File: config.mk
export PLATFORM = sky130hd
export DESIGN_NAME = ssp_tx_logic_flat
export DESIGN_NICKNAME = d
export VERILOG_FILES = /design/src/rtl/ssp_tx_logic_if.sv /design/src/rtl/ssp_tx_logic.sv /design/src/flat_wrapper.sv
export SDC_FILE = /design/constraint.sdc
export NUM_CORES = 1
export LEC_CHECK = 0
export ABC_CLOCK_PERIOD_IN_PS = 1900
export CAP_MARGIN = 20
export CORE_UTILIZATION = 51
export DETAILED_ROUTE_END_ITERATION = 12
export PLACE_DENSITY_LB_ADDON = 0.05
export SETUP_SLACK_MARGIN = 0.1
export SLEW_MARGIN = 20
export SYNTH_ARGS = -nofsm -noshare
export SYNTH_HDL_FRONTEND = slang
export SYNTH_SLANG_ARGS = --single-unit
File: constraint.sdc
create_clock -name PCLK -period 1.9 [get_ports PCLK]
set_clock_uncertainty 0.05 [all_clocks]
set_input_delay 0.285 -clock PCLK [delete_from_list [all_inputs] [get_ports PCLK]]
set_output_delay 0.285 -clock PCLK [all_outputs]
set_load 0.03 [all_outputs]
File: src/rtl/ssp_tx_logic_if.sv
// rtl/ssp_tx_logic_if.sv - TxFIFO pop handshake and SSP transmit pad signals
interface ssp_tx_logic_if #(
    parameter int DATA_W = 8
);
    logic [DATA_W-1:0] TxDATA;
    logic              TxVALID;
    logic              TxREAD;
    logic              SSPTXD;
    logic              SSPFSSOUT;
    logic              SSPCLKOUT;
    logic              SSPOE_B;
    logic              BUSY;

    // master: the transmit logic itself
    modport master (
        input  TxDATA,
        input  TxVALID,
        output TxREAD,
        output SSPTXD,
        output SSPFSSOUT,
        output SSPCLKOUT,
        output SSPOE_B,
        output BUSY
    );

    // slave: the TxFIFO / pad ring side
    modport slave (
        output TxDATA,
        output TxVALID,
        input  TxREAD,
        input  SSPTXD,
        input  SSPFSSOUT,
        input  SSPCLKOUT,
        input  SSPOE_B,
        input  BUSY
    );
endinterface

File: src/rtl/ssp_tx_logic.sv
// rtl/ssp_tx_logic.sv - SSP TI-frame transmitter; SSP_TX_CONTINUOUS_EN enables back-to-back chaining
module ssp_tx_logic #(
    parameter int DATA_W   = 8,
    parameter int HALF_PER = 1
) (
    input  logic           PCLK,
    input  logic           CLEAR,
    ssp_tx_logic_if.master bus
);
    localparam int BW = $clog2(DATA_W);
    localparam int CW = (HALF_PER > 1) ? $clog2(HALF_PER) : 1;

    typedef enum logic [1:0] {
        IDLE  = 2'd0,
        SYNC  = 2'd1,
        SHIFT = 2'd2
    } state_t;

    state_t            state_q;
    state_t            state_nxt;
    logic [CW-1:0]     tick_cnt;
    logic [BW-1:0]     bit_cnt;
    logic [DATA_W-1:0] shreg;
    logic              clk_q;
    logic              fss_q;
    logic              txd_q;
    logic              oe_b_q;
    logic              read_q;
    logic              hold_vld;

    logic tick;
    logic fall;
    logic start;
    logic sync_fall;
    logic shift_fall;
    logic chain_pop;
    logic chain_load;
    logic term;

    assign tick = (state_q != IDLE) && (tick_cnt == CW'(HALF_PER - 1));
    assign fall = tick && clk_q;

    always_ff @(posedge PCLK or posedge CLEAR) begin
        if (CLEAR) begin
            state_q <= IDLE;
        end else begin
            state_q <= state_nxt;
        end
    end

    always_comb begin
        state_nxt = state_q;
        case (state_q)
            IDLE:    if (bus.TxVALID) state_nxt = SYNC;
            SYNC:    if (fall) state_nxt = SHIFT;
            SHIFT:   if (fall && (bit_cnt == '0) && !hold_vld) state_nxt = IDLE;
            default: state_nxt = IDLE;
        endcase
    end

    // Control strobes; at most one of start/sync_fall/shift_fall/chain_load/term per edge,
    // chain_pop only ever accompanies the shift_fall that drives bit 0.
    always_comb begin
        start      = 1'b0;
        sync_fall  = 1'b0;
        shift_fall = 1'b0;
        chain_pop  = 1'b0;
        chain_load = 1'b0;
        term       = 1'b0;
        case (state_q)
            IDLE: start = bus.TxVALID;
            SYNC: sync_fall = fall;
            SHIFT: begin
                if (fall) begin
                    if (bit_cnt != '0) begin
                        shift_fall = 1'b1;
`ifdef SSP_TX_CONTINUOUS_EN
                        chain_pop  = (bit_cnt == BW'(1)) && bus.TxVALID;
`endif
                    end else if (hold_vld) begin
                        chain_load = 1'b1;
                    end else begin
                        term = 1'b1;
                    end
                end
            end
            default: ;
        endcase
    end

`ifdef SSP_TX_CONTINUOUS_EN
    logic [DATA_W-1:0] hold;

    always_ff @(posedge PCLK or posedge CLEAR) begin
        if (CLEAR) begin
            hold     <= '0;
            hold_vld <= 1'b0;
        end else if (chain_pop) begin
            hold     <= bus.TxDATA;
            hold_vld <= 1'b1;
        end else if (chain_load) begin
            hold_vld <= 1'b0;
        end
    end
`else
    logic [DATA_W-1:0] hold;

    assign hold     = '0;
    assign hold_vld = 1'b0;
`endif

    // Half-period timing and the serial clock itself
    always_ff @(posedge PCLK or posedge CLEAR) begin
        if (CLEAR) begin
            tick_cnt <= '0;
            clk_q    <= 1'b0;
        end else if (state_q == IDLE || term) begin
            tick_cnt <= '0;
            clk_q    <= 1'b0;
        end else if (tick) begin
            tick_cnt <= '0;
            clk_q    <= ~clk_q;
        end else begin
            tick_cnt <= tick_cnt + CW'(1);
        end
    end

    always_ff @(posedge PCLK or posedge CLEAR) begin
        if (CLEAR) begin
            shreg   <= '0;
            bit_cnt <= '0;
            txd_q   <= 1'b0;
        end else if (start) begin
            shreg <= bus.TxDATA;
        end else if (sync_fall || shift_fall) begin
            txd_q   <= shreg[DATA_W-1];
            shreg   <= shreg << 1;
            bit_cnt <= sync_fall ? BW'(DATA_W - 1) : bit_cnt - BW'(1);
        end else if (chain_load) begin
            txd_q   <= hold[DATA_W-1];
            shreg   <= hold << 1;
            bit_cnt <= BW'(DATA_W - 1);
        end else if (term) begin
            txd_q   <= 1'b0;
            bit_cnt <= '0;
        end
    end

    // Frame sync covers the SYNC period, or bit 0 of a word that has a successor queued
    always_ff @(posedge PCLK or posedge CLEAR) begin
        if (CLEAR) begin
            fss_q  <= 1'b0;
            oe_b_q <= 1'b1;
            read_q <= 1'b0;
        end else begin
            read_q <= start || chain_pop;
            if (start || chain_pop) begin
                fss_q <= 1'b1;
            end else if (sync_fall || chain_load || term) begin
                fss_q <= 1'b0;
            end
            if (start) begin
                oe_b_q <= 1'b0;
            end else if (term) begin
                oe_b_q <= 1'b1;
            end
        end
    end

    assign bus.TxREAD    = read_q;
    assign bus.SSPTXD    = txd_q;
    assign bus.SSPFSSOUT = fss_q;
    assign bus.SSPCLKOUT = clk_q;
    assign bus.SSPOE_B   = oe_b_q;
    assign bus.BUSY      = (state_q != IDLE);
endmodule

File: src/flat_wrapper.sv
// flat-port wrapper written by rule: the top's interface ports become plain ports
module ssp_tx_logic_flat 
#(
    parameter int DATA_W   = 8,
    parameter int HALF_PER = 1
)
  (PCLK, CLEAR, bus_TxDATA, bus_TxVALID, bus_TxREAD, bus_SSPTXD, bus_SSPFSSOUT, bus_SSPCLKOUT, bus_SSPOE_B, bus_BUSY);
  ssp_tx_logic_if #(.DATA_W(DATA_W)) bus_i ();
  input  logic PCLK;
  input  logic CLEAR;
  input wire logic [$bits(bus_i.TxDATA)-1:0] bus_TxDATA;
  input wire logic [$bits(bus_i.TxVALID)-1:0] bus_TxVALID;
  output wire logic [$bits(bus_i.TxREAD)-1:0] bus_TxREAD;
  output wire logic [$bits(bus_i.SSPTXD)-1:0] bus_SSPTXD;
  output wire logic [$bits(bus_i.SSPFSSOUT)-1:0] bus_SSPFSSOUT;
  output wire logic [$bits(bus_i.SSPCLKOUT)-1:0] bus_SSPCLKOUT;
  output wire logic [$bits(bus_i.SSPOE_B)-1:0] bus_SSPOE_B;
  output wire logic [$bits(bus_i.BUSY)-1:0] bus_BUSY;
  assign bus_i.TxDATA = bus_TxDATA;
  assign bus_i.TxVALID = bus_TxVALID;
  assign bus_TxREAD = bus_i.TxREAD;
  assign bus_SSPTXD = bus_i.SSPTXD;
  assign bus_SSPFSSOUT = bus_i.SSPFSSOUT;
  assign bus_SSPCLKOUT = bus_i.SSPCLKOUT;
  assign bus_SSPOE_B = bus_i.SSPOE_B;
  assign bus_BUSY = bus_i.BUSY;
  ssp_tx_logic #(.DATA_W(DATA_W), .HALF_PER(HALF_PER)) u_core (.PCLK(PCLK), .CLEAR(CLEAR), .bus(bus_i));
endmodule
Word-level counts from Yosys, hierarchy flattened. Index checks and enable logic that the tools add are counted.

Mux-type cells: 27. Equal/unequal tests: 5. Reductions and logical operators: 17. Add/sub/neg operators: 2. Bitwise gates (word level): 3.

Operator list (number): 1-bit 2-to-1 mux (18); 8-bit 2-to-1 mux (2); 2-bit nonzero test (6); 3-bit 2-to-1 mux (3); 2-bit 2-to-1 mux (3); 2-bit one-hot mux with 3 select lines (1); 2-bit by 1-bit != test with 1-bit output (second input constant) (2); 1-bit logical AND (3); 3-bit logical NOT (1); 1-bit logical OR (3); 1-bit inverter (3); 3-bit AND reduction (1); 3-bit nonzero test (1); 3-bit by 1-bit subtractor with 3-bit output (second input constant) (1); 2-bit by 1-bit equality test with 1-bit output (second input constant) (1); 2-bit equality test (second input constant) (1); 2-bit logical NOT (1); 2-bit != test (second input constant) (1); 2-bit AND reduction (1); 1-bit adder (second input constant) (1).

Output and inout port bits: 6. Word-level logic and storage cells: 63. Register bits after elaboration: 19. Input bits: 11.

Logic depth before layout (Yosys ltp). Gate-level depths: netlist of run 1.

Word-level depth: 8. Gate-level depth with buffers: 6. Depth with buffers taken out: 6.

Worst setup path after synthesis of run 1. OpenSTA, ideal clock, no wires.

Path type: reg2reg. From: reg u_core.clk_q, in the netlist u_core.bus.SSPCLKOUT. To: reg u_core.shreg[7]. Path slack: 0.356 ns. Cell stages (with the launch flop): 5. Buffers on the path: 0. Arrival: 1.368 ns. Cell sequence: dfrtp_1 nand2b_4 nor4_4 nor3_4 a221o_1.

Cells in the longest elaborated chain, start to end: 5. Elaborated cells between the ends (all ways): 6. Classes of those cells: 3 x mux; 3 x reduce/logical.

Ends and longest elaborated chain: from (decl) (RTL line ssp_tx_logic.sv:24) `logic clk_q;`; from (signal assigned) (RTL line ssp_tx_logic.sv:122) `clk_q <= ~clk_q;`; 1-bit logical AND (*) (RTL line ssp_tx_logic.sv:41) `assign fall = tick && clk_q;`; 1-bit 2-to-1 mux (RTL line ssp_tx_logic.sv:74) `if (fall) begin`; 1-bit 2-to-1 mux (RTL line ssp_tx_logic.sv:70) `case (state_q)`; 1-bit logical OR (*) (RTL line ssp_tx_logic.sv:135) `end else if (sync_fall || shift_fall) begin`; 2-bit nonzero test (no line) (*); to (signal assigned) (RTL line ssp_tx_logic.sv:134) `shreg <= bus.TxDATA;`; to (signal assigned) (RTL line ssp_tx_logic.sv:137) `shreg <= shreg << 1;`; to (signal assigned) (RTL line ssp_tx_logic.sv:141) `shreg <= hold << 1;`; to (decl) (RTL line ssp_tx_logic.sv:23) `logic [DATA_W-1:0] shreg;`.

Mark *: on every way between the ends. The rest lies on a longest branch, timed or not. A chain may end at the register's enable or synchronous reset.

Final worst setup path of run 1.
From: reg u_core.txd_q, in the netlist u_core.bus.SSPTXD. To: out bus_SSPTXD.

RTL lines: from (decl) (RTL line ssp_tx_logic.sv:26) `logic txd_q;`; from (signal assigned) (RTL line ssp_tx_logic.sv:136) `txd_q <= shreg[DATA_W-1];`; from (signal assigned) (RTL line ssp_tx_logic.sv:140) `txd_q <= hold[DATA_W-1];`; to (decl) (RTL line flat_wrapper.sv:14) `output wire logic [$bits(bus_i.SSPTXD)-1:0] bus_SSPTXD;`.

No word-level cell between the ends.

==> results of run 1 <==
flip-flops by register name, indices dropped and copies added (netlist names):
register	count
u_core.bit_cnt	3
u_core.bus.SSPCLKOUT	1
u_core.bus.SSPFSSOUT	1
u_core.bus.SSPOE_B	1
u_core.bus.SSPTXD	1
u_core.bus.TxREAD	1
u_core.shreg	8
u_core.state_q	2
u_core.tick_cnt	1
Yosys cell counts, types with 2 or more instances:
library cell / number
nand2_1: 6
a221o_1: 8
nand2b_1: 2
buf_6: 2
nor2b_1: 2
ha_1: 2
dfrtp_1: 18
a21oi_1: 7
nand3b_1: 2
nor2_1: 4
o21ai_1: 4
and3_1: 7
inv_1: 3
o21ai_0: 3
inv_2: 2
logic make-up (layout without fill, tap and decap cells):
| family | count (synthesis) | in the layout | synth area share [%] |
|---|---|---|---|
| AOI/OAI and AO/OA | 29 | 29 | 21.1 |
| DFF | 19 | 19 | 47.9 |
| and+or+nand+nor | 33 | 33 | 22.9 |
| buffers and inverters | 9 | 31 | 5.16 |
| other | 1 | 1 | 0.377 |
| adders and majority gates | 2 | 2 | 2.52 |
per-layer routing:
| metal | GRT usage, % | routed length (microns) |
|---|---|---|
| met1 | 34.2 | 1040 |
| met2 | 34.6 | 964 |
| met3 | 5.88 | 86 |
| met4 | 10.0 | 26 |
| met5 | 0 | 0 |
cells in the final DEF, fill, tap and decap left out, types with 2 or more instances in the layout:
master and instances:
and3_1 7, a221o_1 8, clkdlybuf4s50_1 13, dlygate4sd2_1 3, nor2_1 4, inv_1 3
nand2_1 6, nand3b_1 2, inv_2 2, buf_4 5, o21ai_1 4, a21oi_1 7
dfrtp_1 18, clkbuf_4 3, o21ai_0 3, nand2b_1 2, ha_1 2, nor2b_1 2
timing repair:
action / in CTS / in global routing
endpoints found under the setup margin: 3 / 0
setup buffers: 0 / 0
hold buffers: 0 / 0
resized for setup: 3 / 0
power breakdown:
group	switching, mW	internal (mW)	leakage, nW
combinational	0.512	0.377	0.309
clock	0.126	0.0819	0.0150
sequential	0.123	0.561	0.223
area by class of cell:
type	instances	area, sq um
fillers	136	563
flip-flops and latches	19	477
multi-input cells	65	467
repair buffers	21	194
well taps	25	31.3
clock buffers	4	26.3
inverters	6	25.0
stage by stage:
step | std cells | hold WS (ns)
6_report | 140 | 0.248
5_1_grt | 140 | 0.272
4_1_cts | 140 | 0.256
3_5_place_dp | 136 | 0.441
3_3_place_gp | 136 | 0.435
2_1_floorplan | 93 | 0.185
worst max-delay path by stage:
stage	endpoint	cells after the start
final	bus_SSPTXD	1
after global routing	bus_SSPTXD	1
after CTS	bus_SSPFSSOUT	1
after detailed placement	u_core.shreg[1]$_DFFE_PP0P_	6
after global placement	u_core.shreg[3]$_DFFE_PP0P_	5
after floorplan	u_core.shreg[7]$_DFFE_PP0P_	4
==> flow_summary.ini, run 1 <==
[cells_and_area]
drive_gt1_share_pct = 17.4
final_core_util_pct = 68.4
fin_nets = 129
final_cell_area_sq_um = 1220
syn2layout_area_growth_pct = 22.6
diodes = 0

[clock_network]
path_clk_slew_ns = 0.11
clk_latency_ns = 0.30
cts_buffer_depth = 2
numClockSinks = 19
htreeDepth = 1
cts-root-buf = clkbuf_4
cts_tree = done
cts_made_buffers = 3

[detailed_routing]
first_pass_iters = 4
viasPerCell = 5.85
vias = 819
drc_errors = 0
routed_wl_microns = 2120
ant_nets = 0
routedWlPerCell_microns = 15.1
drtIter0Drc = 18

[place]
portBuffers = 16
place_area_sq_um = 1200
place_congestion = 0.790
dpl.hpwl_microns = 1500
dp_slack_ns = 0.239

[pwr]
power_mw = 1.78
power_density_nw_per_um2 = 1460
power_leakage_nw = 0.547
vdd_drop_max_mv = 0.809

[worst_setup_path]
crit_path_top_delay_cell = clkdlybuf4s50_1
r2r_cells = 6
slowest_delay_ns = 0.68
crit_fanout = 4
worstSetupPathType = reg -> out
path_cells = clkdlybuf4s50_1
timing.rr.end = u_core.shreg[1]$_DFFE_PP0P_
crit_buf_inv = 1
cp_top_family = buffers and inverters
crit_arrival_ns = 1.39
critical_path.startpoint_type = register
rrSetupSlack_ns = 0.21
worstPathRequired_ns = 1.56
regToRegStartpoint = u_core.bit_cnt[0]$_DFFE_PP0P_
end_kind = output port
startpoint = u_core.bus.SSPTXD$_DFFE_PP0P_

[synthesis]
synth_cell_types = 36
synth_edf_count = 0
post-synth-top-area-fraction_pct = 45.3
syn_avg_cell_area_sq_um = 10.7
ys_seq_area_share_pct = 47.9
syn_area_sq_um = 995
synth_nets = 106
synth_area_leaders = dfrtp_1, a221o_1, and3_1
syn-instance-count = 93
ys_warn_count = 0
ys_async_sr_fraction_pct = 100
yosysTopAreaCell = dfrtp_1
ys_ff_latch = 19
synth_ff_type = dfrtp_1

[timing]
post-route-period-util_pct = 90.6
fmax_ghz = 0.581
period_needed_ns = 1.72
rsz0062_at_grt = false
slew_viol_final = 0
hold_viol_final = 0
setup_tns_ns = 0
layout_setup_ws_ns = 0.179
setup_viol = 0

[run]
maxCapViolCount = 0

[grt]
overflow = 0
grt_pass1_vias = 725
grt_usage_pct = 24.0
grt_pass1_wl_microns = 3480
antenna_found_initial = 0
grt_max_degree = 20

[floorplanning]
die_area_sq_um = 2130
rows = 15
ios = 17
core_area_sq_um = 1780
die_h_microns = 46.2
die_w_microns = 46.2
initial_utilization_pct = 55.8

[worst_hold_path]
hold_path_class = in -> async

[status]
status = completed
(Power assumes the default switching activity.)
==> run 2, diff against run 1 <==
ABC_CLOCK_PERIOD_IN_PS = 1500   (was 1900)
CORE_UTILIZATION = 46   (was 51)
clock period = 1.5 ns   (was 1.9 ns; I/O delays follow)
==> flow_summary.ini, run 2 (same netlist as run 1, synthesis figures left out) <==
[status]
status = complete, but fails checks
violations = setup timing

[cells_and_area]
fin_nets = 151
drive_gt1_share_pct = 43.8
syn2layout_area_growth_pct = 48.1
final_cell_mix = buf_4, dfrtp_1, clkdlybuf4s50_1
nFillCells = 133
regMostFlops = u_core.shreg
largest_register_ffs = 8
final_common_cell = buf_4
stdcell_count = 164
reg_top3 = u_core.shreg: 8 flops, u_core.bit_cnt: 3 flops, u_core.state_q: 2 flops
diodes = 0

[worst_setup_path]
critical_path.startpoint_type = register
worstSetupPathType = reg -> reg
crit_arrival_ns = 1.72
r2r_cells = 6
slowest_delay_ns = 0.39
crit_fanout = 7
crit_path_top_delay_cell = dfrtp_1
path_cells = inv_2 -> ha_4 -> and2b_4 -> nor4_4 -> nor3_4 -> a221o_1
end_kind = register
worstPathRequired_ns = 1.64

[pwr]
p_comb_share_pct = 58.1
power_leakage_nw = 0.674
seq_power_share_pct = 32.3
switching_share_pct = 41.0
intPower_mw = 1.61
power_frac_clock_pct = 9.6
p_sw_mw = 1.12
power_density_nw_per_um2 = 1860
vdd_drop_max_mv = 1.21

[timing]
slew_viol_final = 0
fmax_ghz = 0.633
post-route-period-util_pct = 105
hold_viol_final = 0
rsz0062_at_grt = true
whs_ns = 0.179
layout_setup_ws_ns = -0.0806
period_needed_ns = 1.58
setup_viol = 7

[place]
portBuffers = 16
dpl.hpwl_microns = 1600
numPlacedInstances = 153
place_congestion = 0.822

[grt]
grt_usage_pct = 23.6
grt_pass1_vias = 935
grt_max_degree = 20
overflow = 0
grt_pass1_wl_microns = 4170
antenna_found_initial = 0

[detailed_routing]
routedWlPerCell_microns = 14.6
drc_errors = 0
first_pass_iters = 4
vias = 898
routed_wl_microns = 2400
ant_nets = 0
drtIter0Drc = 18
viasPerCell = 5.48

[clock_network]
path_clk_slew_ns = 0.11
numClockSinks = 19
clk_latency_ns = 0.30
htreeDepth = 1
cts_buffer_depth = 2
cts-root-buf = clkbuf_4
cts_tree = done
cts_made_buffers = 3

[floorplanning]
rows = 16
initial_utilization_pct = 49.7
die_area_sq_um = 2350
core_area_sq_um = 2000
ios = 17
die_w_microns = 48.5
die_h_microns = 48.5

[run]
maxCapViolCount = 0

[worst_hold_path]
hold_path_class = in -> async
run 2: timing repair:
| action | 4_1_cts | 5_1_grt |
|---|---|---|
| hold buffers | 0 | 0 |
| pin swaps | 4 | 6 |
| resized for setup | 25 | 10 |
| gates cloned | 1 | 0 |
| setup buffers | 4 | 3 |
| endpoints found under the setup margin | 16 | 15 |
run 2: stage by stage:
stage | util [%] | total power, mW | setup slack, ns | area, sq um | TNS, ns
global placement | 65.8 | 2.16 | -0.0338 | 1320 | -0.220
CTS | 71.2 | 2.65 | -0.0770 | 1430 | -0.490
global route | 73.6 | 2.92 | -0.138 | 1470 | -0.978
floorplan | - | 1.69 | -0.00899 | 1000 | -0.0629
detailed placement | 65.8 | 2.19 | -0.0694 | 1320 | -0.454
finish | 73.6 | 2.73 | -0.0806 | 1470 | -0.481
run 2: area by class of cell:
cell class                 instances  area (sq um)  area share (%)
multi-input combinational         65           541            36.7
clock buffer                       3          22.5            1.53
sequential                        19           478            32.5
timing repair buffer              43           368            25.0
clock inverter                     1          5.00           0.340
inverter                           6          25.0            1.70
tap                               27          33.8            2.29
run 2: final timing paths:
check	start	endpoint	slack, ns
setup reg to reg	u_core.bit_cnt[1]$_DFFE_PP0P_	u_core.shreg[1]$_DFFE_PP0P_	-0.08
hold reg to reg	u_core.shreg[1]$_DFFE_PP0P_	u_core.shreg[2]$_DFFE_PP0P_	0.47
setup / recovery	u_core.bit_cnt[1]$_DFFE_PP0P_	u_core.shreg[1]$_DFFE_PP0P_	-0.08
max in group asynchronous	CLEAR	u_core.bus.SSPOE_B$_DFFE_PP1P_	0.95
min in group PCLK	bus_TxDATA[0]	u_core.shreg[0]$_DFFE_PP0P_	0.41
hold / removal	CLEAR	u_core.shreg[4]$_DFFE_PP0P_	0.18
run 2: power by group through the flow:
stage / Clock [mW] / Sequential (mW) / Combinational (mW)
2_1_floorplan: 0 / 0.943 / 0.743
3_3_place_gp: 0 / 0.864 / 1.29
3_5_place_dp: 0 / 0.873 / 1.32
4_1_cts: 0.278 / 0.877 / 1.49
5_1_grt: 0.289 / 0.904 / 1.73
6_report: 0.262 / 0.883 / 1.59
run 2: layer usage:
layer	routed length, microns	vias up	global-route usage, %	part of all wire [%]
li1	-	433	-	-
met1	1100	428	29.1	46
met2	1140	24	38.7	47
met3	91	13	5.66	3.8
met4	76	0	11.3	3.2
met5	0	-	0	0
run 2: worst max-delay path: cells and delay by family (launching register included):
family / cells / cell delay [ns]
and+or+nand+nor: 3 / 0.49
AOI/OAI and AO/OA: 1 / 0.30
buffers and inverters: 1 / 0.06
DFF: 1 / 0.39
adders and majority gates: 1 / 0.17
==> run 3, diff against run 2 <==
CAP_MARGIN = 40   (was 20)
==> results of run 3 <==
Same layout as run 2: the final DEF is identical, and so are final timing and power.
